**src/rtl/bmc_pkg.sv**
```systemverilog
`default_nettype none
// +--------------------------------------------------------------------------+
// | Package     : bmc_pkg                                                    |
// | Description : Shared types and helpers for the Viterbi branch metric     |
// |               unit: metric width, codeword bit lookup, soft full-scale   |
// |               value and the per-symbol distance pair.                    |
// | Revision    : 1.0 - initial release                                      |
// +--------------------------------------------------------------------------+
package bmc_pkg;

    // Widest soft symbol the unit supports; distance fields are sized to it
    // so one struct type serves every legal SOFT_W.
    localparam int SOFT_W_MAX = 6;
    localparam int DIST_W     = SOFT_W_MAX;

    // Distance of one received symbol to an expected '0' and an expected '1'.
    typedef struct packed {
        logic [DIST_W-1:0] d1;
        logic [DIST_W-1:0] d0;
    } dist_pair_t;

    // Metric width: N_OUT full-scale distances summed without overflow.
    function automatic int bm_width(input int n_out, input int soft_w);
        return soft_w + $clog2(n_out);
    endfunction

    // Full-scale (strong '1') soft value for a given symbol width.
    function automatic int soft_max(input int soft_w);
        return (1 << soft_w) - 1;
    endfunction

    // Expected code bit of symbol i in candidate codeword k.
    function automatic logic cw_bit(input int k, input int i);
        return ((k >> i) & 1) != 0;
    endfunction

endpackage
`default_nettype wire

```
**src/rtl/bmc_soft_pipe_if.sv**
```systemverilog
`default_nettype none
// +--------------------------------------------------------------------------+
// | Interface   : bmc_soft_pipe_if                                           |
// | Description : Input beat and output metric handshakes of the branch      |
// |               metric unit. master = beat source / metric sink side,      |
// |               slave = branch metric unit side.                           |
// | Revision    : 1.0 - initial release                                      |
// +--------------------------------------------------------------------------+
interface bmc_soft_pipe_if #(
    parameter int N_OUT  = 2,
    parameter int SOFT_W = 3,
    parameter int BM_W   = bmc_pkg::bm_width(N_OUT, SOFT_W)
);

    logic                         in_valid;
    logic                         in_ready;
    logic [N_OUT*SOFT_W-1:0]      rx_soft;
    logic [N_OUT-1:0]             erase_mask;
    logic                         hard_mode;
    logic                         out_valid;
    logic                         out_ready;
    logic [(2**N_OUT)*BM_W-1:0]   bm_o;
    logic [BM_W-1:0]              bm_min_o;

    modport master (
        output in_valid, rx_soft, erase_mask, hard_mode, out_ready,
        input  in_ready, out_valid, bm_o, bm_min_o
    );

    modport slave (
        input  in_valid, rx_soft, erase_mask, hard_mode, out_ready,
        output in_ready, out_valid, bm_o, bm_min_o
    );

endinterface
`default_nettype wire

```
**src/rtl/bmc_sym_dist.sv**
```systemverilog
`default_nettype none
// +--------------------------------------------------------------------------+
// | Module      : bmc_sym_dist                                               |
// | Description : Combinational distance of one received symbol to an        |
// |               expected '0' and '1' in soft or hard mode; erased symbols  |
// |               contribute nothing.                                        |
// | Revision    : 1.0 - initial release                                      |
// +--------------------------------------------------------------------------+
module bmc_sym_dist
    import bmc_pkg::*;
#(
    parameter int SOFT_W = 3
) (
    input  logic [SOFT_W-1:0] sym_i,
    input  logic              hard_i,
    input  logic              erase_i,
    output dist_pair_t        dist_o
);

    localparam logic [SOFT_W-1:0] SYM_MAX = SOFT_W'(soft_max(SOFT_W));

    logic [SOFT_W-1:0] sym_inv;

    // Select soft, hard or erased distance pair; erasure overrides the mode
    always_comb begin
        dist_o  = '0;
        sym_inv = SYM_MAX - sym_i;
        if (erase_i) begin
            dist_o = '0;
        end else if (hard_i) begin
            dist_o.d0 = DIST_W'(sym_i[SOFT_W-1]);
            dist_o.d1 = DIST_W'(!sym_i[SOFT_W-1]);
        end else begin
            dist_o.d0 = DIST_W'(sym_i);
            dist_o.d1 = DIST_W'(sym_inv);
        end
    end

endmodule
`default_nettype wire

```
**src/rtl/bmc_soft_pipe.sv**
```systemverilog
`default_nettype none
// +--------------------------------------------------------------------------+
// | Module      : bmc_soft_pipe                                              |
// | Description : Two-stage valid/ready branch metric unit. Stage 1 holds    |
// |               per-symbol distances, stage 2 the min-normalised metrics   |
// |               of all 2^N_OUT codewords. Saturating erasure counter.      |
// | Revision    : 1.0 - initial release                                      |
// +--------------------------------------------------------------------------+
module bmc_soft_pipe
    import bmc_pkg::*;
#(
    parameter int N_OUT  = 2,
    parameter int SOFT_W = 3,
    parameter int BM_W   = bm_width(N_OUT, SOFT_W)
) (
    input  logic                 clk,
    input  logic                 rst_n,
    bmc_soft_pipe_if.slave       bus,
    input  logic                 cnt_clr,
    output logic [15:0]          erase_cnt
);

    localparam int NCW   = 2**N_OUT;
    // Internal metric width covers four symbols at the widest distance, so
    // the adder chain never wraps before the final narrowing to BM_W.
    localparam int MET_W = DIST_W + 2;
    localparam int POP_W = $clog2(N_OUT + 1);

    // Handshake
    logic adv;
    logic accept;

    // Pipeline state
    dist_pair_t [N_OUT-1:0]   dist_w;
    dist_pair_t [N_OUT-1:0]   dist_d, dist_q;
    logic                     s1_valid_d, s1_valid_q;
    logic                     out_valid_d, out_valid_q;
    logic [NCW*BM_W-1:0]      bm_d, bm_q;
    logic [BM_W-1:0]          bm_min_d, bm_min_q;

    // Metric datapath
    logic [MET_W-1:0]         met [NCW];
    logic [MET_W-1:0]         met_min;
    logic [NCW*BM_W-1:0]      norm;

    // Erasure counter
    logic [POP_W-1:0]         pop;
    logic [16:0]              cnt_sum;
    logic [15:0]              erase_cnt_d, erase_cnt_q;

    // One distance unit per received symbol, ahead of the stage-1 register
    for (genvar i = 0; i < N_OUT; i++) begin : g_sym
        bmc_sym_dist #(
            .SOFT_W (SOFT_W)
        ) u_sym_dist (
            .sym_i   (bus.rx_soft[i*SOFT_W +: SOFT_W]),
            .hard_i  (bus.hard_mode),
            .erase_i (bus.erase_mask[i]),
            .dist_o  (dist_w[i])
        );
    end

    // Whole pipe advances together whenever the output slot is free
    always_comb begin
        adv    = !out_valid_q || bus.out_ready;
        accept = bus.in_valid && adv;
    end

    // Raw metric of each candidate codeword from the registered distances
    always_comb begin
        for (int k = 0; k < NCW; k++) begin
            met[k] = '0;
            for (int i = 0; i < N_OUT; i++) begin
                met[k] = met[k] + (cw_bit(k, i) ? MET_W'(dist_q[i].d1)
                                                : MET_W'(dist_q[i].d0));
            end
        end
    end

    // Smallest metric and normalisation so the best codeword scores 0
    always_comb begin
        met_min = met[0];
        for (int k = 1; k < NCW; k++) begin
            if (met[k] < met_min) begin
                met_min = met[k];
            end
        end
        norm = '0;
        for (int k = 0; k < NCW; k++) begin
            norm[k*BM_W +: BM_W] = BM_W'(met[k] - met_min);
        end
    end

    // Stage advance; bubbles travel through, outputs only update on real beats
    always_comb begin
        s1_valid_d  = s1_valid_q;
        dist_d      = dist_q;
        out_valid_d = out_valid_q;
        bm_d        = bm_q;
        bm_min_d    = bm_min_q;
        if (adv) begin
            s1_valid_d  = bus.in_valid;
            out_valid_d = s1_valid_q;
            if (bus.in_valid) begin
                dist_d = dist_w;
            end
            if (s1_valid_q) begin
                bm_d     = norm;
                bm_min_d = BM_W'(met_min);
            end
        end
    end

    // Erasure count: clear wins, otherwise add accepted erasures and saturate
    always_comb begin
        pop = '0;
        for (int i = 0; i < N_OUT; i++) begin
            pop = pop + POP_W'(bus.erase_mask[i]);
        end
        cnt_sum     = {1'b0, erase_cnt_q} + 17'(pop);
        erase_cnt_d = erase_cnt_q;
        if (cnt_clr) begin
            erase_cnt_d = '0;
        end else if (accept) begin
            erase_cnt_d = cnt_sum[16] ? 16'hFFFF : cnt_sum[15:0];
        end
    end

    // State registers with asynchronous reset discarding in-flight beats
    always_ff @(posedge clk or negedge rst_n) begin
        if (!rst_n) begin
            s1_valid_q  <= 1'b0;
            dist_q      <= '0;
            out_valid_q <= 1'b0;
            bm_q        <= '0;
            bm_min_q    <= '0;
            erase_cnt_q <= '0;
        end else begin
            s1_valid_q  <= s1_valid_d;
            dist_q      <= dist_d;
            out_valid_q <= out_valid_d;
            bm_q        <= bm_d;
            bm_min_q    <= bm_min_d;
            erase_cnt_q <= erase_cnt_d;
        end
    end

    assign bus.in_ready  = adv;
    assign bus.out_valid = out_valid_q;
    assign bus.bm_o      = bm_q;
    assign bus.bm_min_o  = bm_min_q;
    assign erase_cnt     = erase_cnt_q;

endmodule
`default_nettype wire
```
**src/flat_wrapper.sv**
```systemverilog
// flat-port wrapper written by rule: the top's interface ports become plain ports
module bmc_soft_pipe_flat import bmc_pkg::*;
#(
    parameter int N_OUT  = 2,
    parameter int SOFT_W = 3,
    parameter int BM_W   = bm_width(N_OUT, SOFT_W)
)
  (clk, rst_n, cnt_clr, erase_cnt, bus_in_valid, bus_rx_soft, bus_erase_mask, bus_hard_mode, bus_out_ready, bus_in_ready, bus_out_valid, bus_bm_o, bus_bm_min_o);
  bmc_soft_pipe_if #(.N_OUT(N_OUT), .SOFT_W(SOFT_W), .BM_W(BM_W)) bus_i ();
  input  logic clk;
  input  logic rst_n;
  input  logic cnt_clr;
  output logic [15:0] erase_cnt;
  input wire logic [$bits(bus_i.in_valid)-1:0] bus_in_valid;
  input wire logic [$bits(bus_i.rx_soft)-1:0] bus_rx_soft;
  input wire logic [$bits(bus_i.erase_mask)-1:0] bus_erase_mask;
  input wire logic [$bits(bus_i.hard_mode)-1:0] bus_hard_mode;
  input wire logic [$bits(bus_i.out_ready)-1:0] bus_out_ready;
  output wire logic [$bits(bus_i.in_ready)-1:0] bus_in_ready;
  output wire logic [$bits(bus_i.out_valid)-1:0] bus_out_valid;
  output wire logic [$bits(bus_i.bm_o)-1:0] bus_bm_o;
  output wire logic [$bits(bus_i.bm_min_o)-1:0] bus_bm_min_o;
  assign bus_i.in_valid = bus_in_valid;
  assign bus_i.rx_soft = bus_rx_soft;
  assign bus_i.erase_mask = bus_erase_mask;
  assign bus_i.hard_mode = bus_hard_mode;
  assign bus_i.out_ready = bus_out_ready;
  assign bus_in_ready = bus_i.in_ready;
  assign bus_out_valid = bus_i.out_valid;
  assign bus_bm_o = bus_i.bm_o;
  assign bus_bm_min_o = bus_i.bm_min_o;
  bmc_soft_pipe #(.N_OUT(N_OUT), .SOFT_W(SOFT_W), .BM_W(BM_W)) u_core (.clk(clk), .rst_n(rst_n), .bus(bus_i), .cnt_clr(cnt_clr), .erase_cnt(erase_cnt));
endmodule
```
**config.mk**
```make
export PLATFORM = sky130hd
export DESIGN_NAME = bmc_soft_pipe_flat
export DESIGN_NICKNAME = d
export VERILOG_FILES = /design/src/rtl/bmc_pkg.sv /design/src/rtl/bmc_soft_pipe_if.sv /design/src/rtl/bmc_sym_dist.sv /design/src/rtl/bmc_soft_pipe.sv /design/src/flat_wrapper.sv
export SDC_FILE = /design/constraint.sdc
export NUM_CORES = 1
export LEC_CHECK = 0
export CAP_MARGIN = 10
export CELL_PAD_IN_SITES_DETAIL_PLACEMENT = 1
export CELL_PAD_IN_SITES_GLOBAL_PLACEMENT = 2
export CORE_UTILIZATION = 26
export CTS_CLUSTER_DIAMETER = 150
export DETAILED_ROUTE_END_ITERATION = 12
export PLACE_DENSITY_LB_ADDON = 0.15
export SKIP_CTS_REPAIR_TIMING = 1
export SYNTH_ARGS = -nofsm -noshare
export SYNTH_HDL_FRONTEND = slang
export SYNTH_SLANG_ARGS = --single-unit
```
**constraint.sdc**
```tcl
create_clock -name clk -period 6.46 [get_ports clk]
set_input_delay 1.292 -clock clk [delete_from_list [all_inputs] [get_ports clk]]
set_output_delay 1.292 -clock clk [all_outputs]
set_load 0.005 [all_outputs]
```
==> metrics.md <==
| Metric | Value |
|---|---|
| WP buf/inv | `3` |
| Remaining routing DRC violations | `0` |
| Leading area contributor after synthesis | `sky130_fd_sc_hd__dfrtp_1` |
| Overall track demand over capacity in global routing | `between 10 and 15%` |
| Area of the die | `between 10000 and 15000 sq um` |
| Number of register bits inferred by synthesis | `50` |
| Routed wire per std cell | `15.4 um` |
| Type of the worst min-delay path | `reg2reg` |
| Starting density of the core | `27.0%` |
| Non-filler instance count after layout | `582` |
| Required time of the critical path | `between 6000 and 7000 ps` |
| Unrepaired setup endpoints after global routing | `no` |
| Synthesized instance count | `roughly 360` |
| Deepest clock path buffer count | `2` |
| CP arrival | `between 6000 and 7000 ps` |
| Seq pwr share | `roughly 29%` |
| Crit share post-route | `92.0%` |
| Clock sink count | `50` |
| Post-DP HPWL | `~6800 um` |
| Io pins | `between 50 and 60` |
| Sequential cell area | `between 1000 and 1500 sq um` |
| Combinational cell fraction of total power | `53.0%` |
| Vertical die dimension | `approximately 120 um` |
| Maximum clock frequency | `0.168 GHz` |
| Leakage power summed over all cells | `between 1.5 and 2 nW` |
| Synth warn | `0` |
| Largest stage delay on the critical path | `approximately 600 ps` |
| Synth area leaders | `sky130_fd_sc_hd__dfrtp_1 (36%), sky130_fd_sc_hd__ha_1 (13%), sky130_fd_sc_hd__fa_1 (5.2%)` |
| Number of maximum-capacitance violations | `0` |
| DIE WIDTH | `between 100 and 150 um` |
| Count of standard-cell rows | `41` |
| Initial antenna violation count | `0` |
| Final weighted congestion in routability-driven placement | `0.762` |
| Fillcell total | `1468` |
| Pre-Repair DR Iteration Count | `4` |
| CP endpoint kind | `flip-flop` |
| Worst setup path category | `reg2reg` |
| Slowest stage cell on the critical path | `sky130_fd_sc_hd__fa_2` |
| Mean instance size in the synthesized netlist | `approximately 9.5 sq um` |
| Internal power | `about 930 uW` |
| Antenna-violating nets left | `0` |
| Layout cells sized above 1 | `approximately 10%` |
| Total vias in the final route | `2772` |
| Setup ws final | `a little over 500 ps` |
| Final std cell area, no fill | `between 4000 and 5000 sq um` |
| Post-layout minimum cycle time | `about 5900 ps` |
| Clock transition at the register clock pins on the worst setup and hold paths after CTS | `roughly 60 ps` |
| Area after detailed placement | `about 4100 sq um` |
| Pre-CTS setup slack | `-46.3 ps` |
| Kind of start point of the critical path | `flip-flop` |
| Final nets | `between 400 and 500` |
| Sum of routed wire length over all layers | `between 8000 and 9000 um` |
| Most repeated library cell on the critical path | `sky130_fd_sc_hd__ha_1` |
| Setup violation total in the final timing report | `0` |
| Peak supply drop | `0.0930 mV` |
| Layout area overhead | `25.5%` |
| Pwr per Cell Area | `339 nW/um^2` |
| Clock tree from TritonCTS | `yes` |
| ANT cells | `0` |
| Unique cell type count in the Yosys netlist | `49` |
| Ys async rst share | `between 90% and 100%` |
| Run status | `complete, no violations` |
| Post-synth net total | `around 420` |
| Cell chosen for the clock root | `sky130_fd_sc_hd__clkbuf_16` |
| Latest clock arrival within the worst-skew pair | `approximately 300 ps` |
| Prevailing post-synth register cell | `sky130_fd_sc_hd__dfrtp_1` |
| Register area share after synthesis | `36.3%` |
| Slew HR | `~28%` |
| Clock Skew | `around 4.9 ps` |
| Final hold violation count | `0` |
| Clock share of power | `a little under a fifth` |
| Vias per inst | `roughly 4.8` |
| Area share of the leading cell type in the synthesized netlist | `a little over a third` |
| Critical path fanouts, max | `6` |
| H-tree depth reported by CTS | `2` |
| CORE AREA | `12800 sq um` |
| Post-synth EDFFs | `0` |
| Number of global-route vias before repair | `about 3000` |
| Maximum number of pins on one net before global-route repair | `51` |
| Final Max Slew Viols | `0` |
| Wire length of the first global-routing pass | `approximately 15000 um` |
| Number of clock buffers inserted by TritonCTS | `5` |
| Drt initial violations | `42` |
| Least-Margin Pin Slew | `~1100 ps` |
| Buffers added on ports | `roughly 50` |
| Combined area of the multi-input logic cells | `2060 sq um` |
| Overall overflow remaining after global route | `0` |
| Netlist area before placement | `about 3400 sq um` |
| Net Sw Power | `534 uW` |
| Switching power as a share of total power | `a little over a third` |
| Largest delay contributor family on the critical path | `compound AO/OA/AOI/OAI gates` |
| Total placed cells including tap cells | `574` |
==> Yosys cell counts, types with 3 or more instances <==
| library cell | count |
|---|---|
| sky130_fd_sc_hd__nand4_1 | 3 |
| sky130_fd_sc_hd__o21ai_0 | 30 |
| sky130_fd_sc_hd__dfrtp_1 | 50 |
| sky130_fd_sc_hd__nor3_1 | 5 |
| sky130_fd_sc_hd__a21o_1 | 11 |
| sky130_fd_sc_hd__xor2_1 | 3 |
| sky130_fd_sc_hd__a21oi_1 | 14 |
| sky130_fd_sc_hd__mux2i_1 | 3 |
| sky130_fd_sc_hd__clkbuf_1 | 10 |
| sky130_fd_sc_hd__fa_1 | 9 |
| sky130_fd_sc_hd__ha_1 | 36 |
| sky130_fd_sc_hd__nand2_1 | 42 |
| sky130_fd_sc_hd__nor2_1 | 24 |
| sky130_fd_sc_hd__o41ai_1 | 4 |
| sky130_fd_sc_hd__a211oi_1 | 12 |
| sky130_fd_sc_hd__inv_1 | 30 |
| sky130_fd_sc_hd__nand3_1 | 15 |
| sky130_fd_sc_hd__xnor2_1 | 11 |
| sky130_fd_sc_hd__mux2_2 | 7 |
| sky130_fd_sc_hd__and3_1 | 4 |
| sky130_fd_sc_hd__o31ai_1 | 4 |
==> flip-flops by register name, indices dropped and copies added, names as in the netlist <==
name                  cells
u_core.bus.bm_min_o       4
u_core.bus.bm_o          16
u_core.bus.out_valid      1
u_core.dist_q            12
u_core.erase_cnt         16
u_core.s1_valid_q         1
==> through the flow <==
stage / hold slack (ps) / utilization, % / TNS, ps / power [mW]
3_3_place_gp: 460 / 32.4 / 0 / 1.17
4_1_cts: 484 / 33.5 / -122 / 1.46
2_1_floorplan: 436 / - / 0 / 0.908
3_5_place_dp: 467 / 32.4 / -46.3 / 1.19
6_report: 480 / 33.8 / 0 / 1.46
5_1_grt: 502 / 33.8 / 0 / 1.61
==> worst paths after layout <==
| path | from | to | slack (ps) | cells past startpoint |
|---|---|---|---|---|
| setup / recovery | u_core.dist_q[0]$_DFFE_PN0P_ | u_core.bus.bm_o[7]$_DFFE_PN0P_ | 510 | 27 |
| hold / removal | u_core.bus.bm_o[5]$_DFFE_PN0P_ | u_core.bus.bm_o[5]$_DFFE_PN0P_ | 480 | 2 |
| setup reg to reg | u_core.dist_q[0]$_DFFE_PN0P_ | u_core.bus.bm_o[7]$_DFFE_PN0P_ | 510 | 27 |
| hold reg to reg | u_core.bus.bm_o[5]$_DFFE_PN0P_ | u_core.bus.bm_o[5]$_DFFE_PN0P_ | 480 | 2 |
| max in group asynchronous | rst_n | u_core.dist_q[13]$_DFFE_PN0P_ | 4890 | 2 |
| min in group asynchronous | rst_n | u_core.bus.bm_o[13]$_DFFE_PN0P_ | 1120 | 2 |
==> layout by cell type, fill, tap and decap left out, drive strengths merged, types with 8 or more instances in the layout <==
master	synthesis	final
clkdlybuf4s50	0	50
dfrtp	50	50
nand2	42	42
ha	36	36
o21ai	31	31
inv	30	30
nor2	24	24
nand3	15	15
a21oi	14	14
a211oi	14	14
xnor2	11	11
a21o	11	11
fa	9	9
mux2	8	8
==> power by group through the flow <==
| stage | combinational, mW | clock, mW | sequential, mW |
|---|---|---|---|
| after floorplan | 0.482 | 0 | 0.426 |
| after global placement | 0.743 | 0 | 0.426 |
| after detailed placement | 0.757 | 0 | 0.429 |
| after CTS | 0.763 | 0.277 | 0.422 |
| after global routing | 0.888 | 0.287 | 0.432 |
| final | 0.776 | 0.268 | 0.420 |
==> cell type report <==
| class | instances | area share [%] |
|---|---|---|
| Inverter | 30 | 2.60 |
| Clock buffer | 6 | 3.21 |
| Multi-Input combinational cell | 268 | 47.7 |
| Tap cell | 172 | 4.98 |
| Sequential cell | 50 | 28.9 |
| Timing Repair Buffer | 56 | 12.6 |
==> per-layer routing <==
layer	track usage, %	vias up	wire length [um]
li1	-	1370	-
met1	19.3	1350	4480
met2	22.7	44	4100
met3	2.32	8	270
met4	4.81	0	116
met5	0	-	0
==> kinds of logic after synthesis <==
family,after synthesis,synth area share [%]
flops,50,36.3
buf+inv,44,4.87
fa+ha+maj,47,19.0
xor+xnor,15,4.03
mux,11,3.59
compound gates,93,19.0
simple gates,102,13.3
==> worst register-to-register path: stages, from the launching register on <==
cell and delay, ps:
sky130_fd_sc_hd__dfrtp_1 400, sky130_fd_sc_hd__ha_1 240, sky130_fd_sc_hd__fa_2 610, sky130_fd_sc_hd__inv_1 60, sky130_fd_sc_hd__ha_1 300, sky130_fd_sc_hd__a221oi_2 270
sky130_fd_sc_hd__nor3_1 110, sky130_fd_sc_hd__o21ai_0 210, sky130_fd_sc_hd__o31ai_2 120, sky130_fd_sc_hd__inv_1 70, sky130_fd_sc_hd__ha_1 210, sky130_fd_sc_hd__nor2_1 130
sky130_fd_sc_hd__a21oi_1 110, sky130_fd_sc_hd__a211oi_2 240, sky130_fd_sc_hd__o21bai_1 180, sky130_fd_sc_hd__mux2i_2 130, sky130_fd_sc_hd__ha_1 240, sky130_fd_sc_hd__a2111oi_2 360
sky130_fd_sc_hd__inv_1 130, sky130_fd_sc_hd__o31ai_4 300, sky130_fd_sc_hd__nand2_1 110, sky130_fd_sc_hd__o21a_2 190, sky130_fd_sc_hd__ha_1 290, sky130_fd_sc_hd__a21o_1 160
sky130_fd_sc_hd__a21oi_1 180, sky130_fd_sc_hd__xor2_1 210, sky130_fd_sc_hd__xnor2_1 130, sky130_fd_sc_hd__o21ai_0 90
Note: power is estimated with default switching activity, not from simulation.
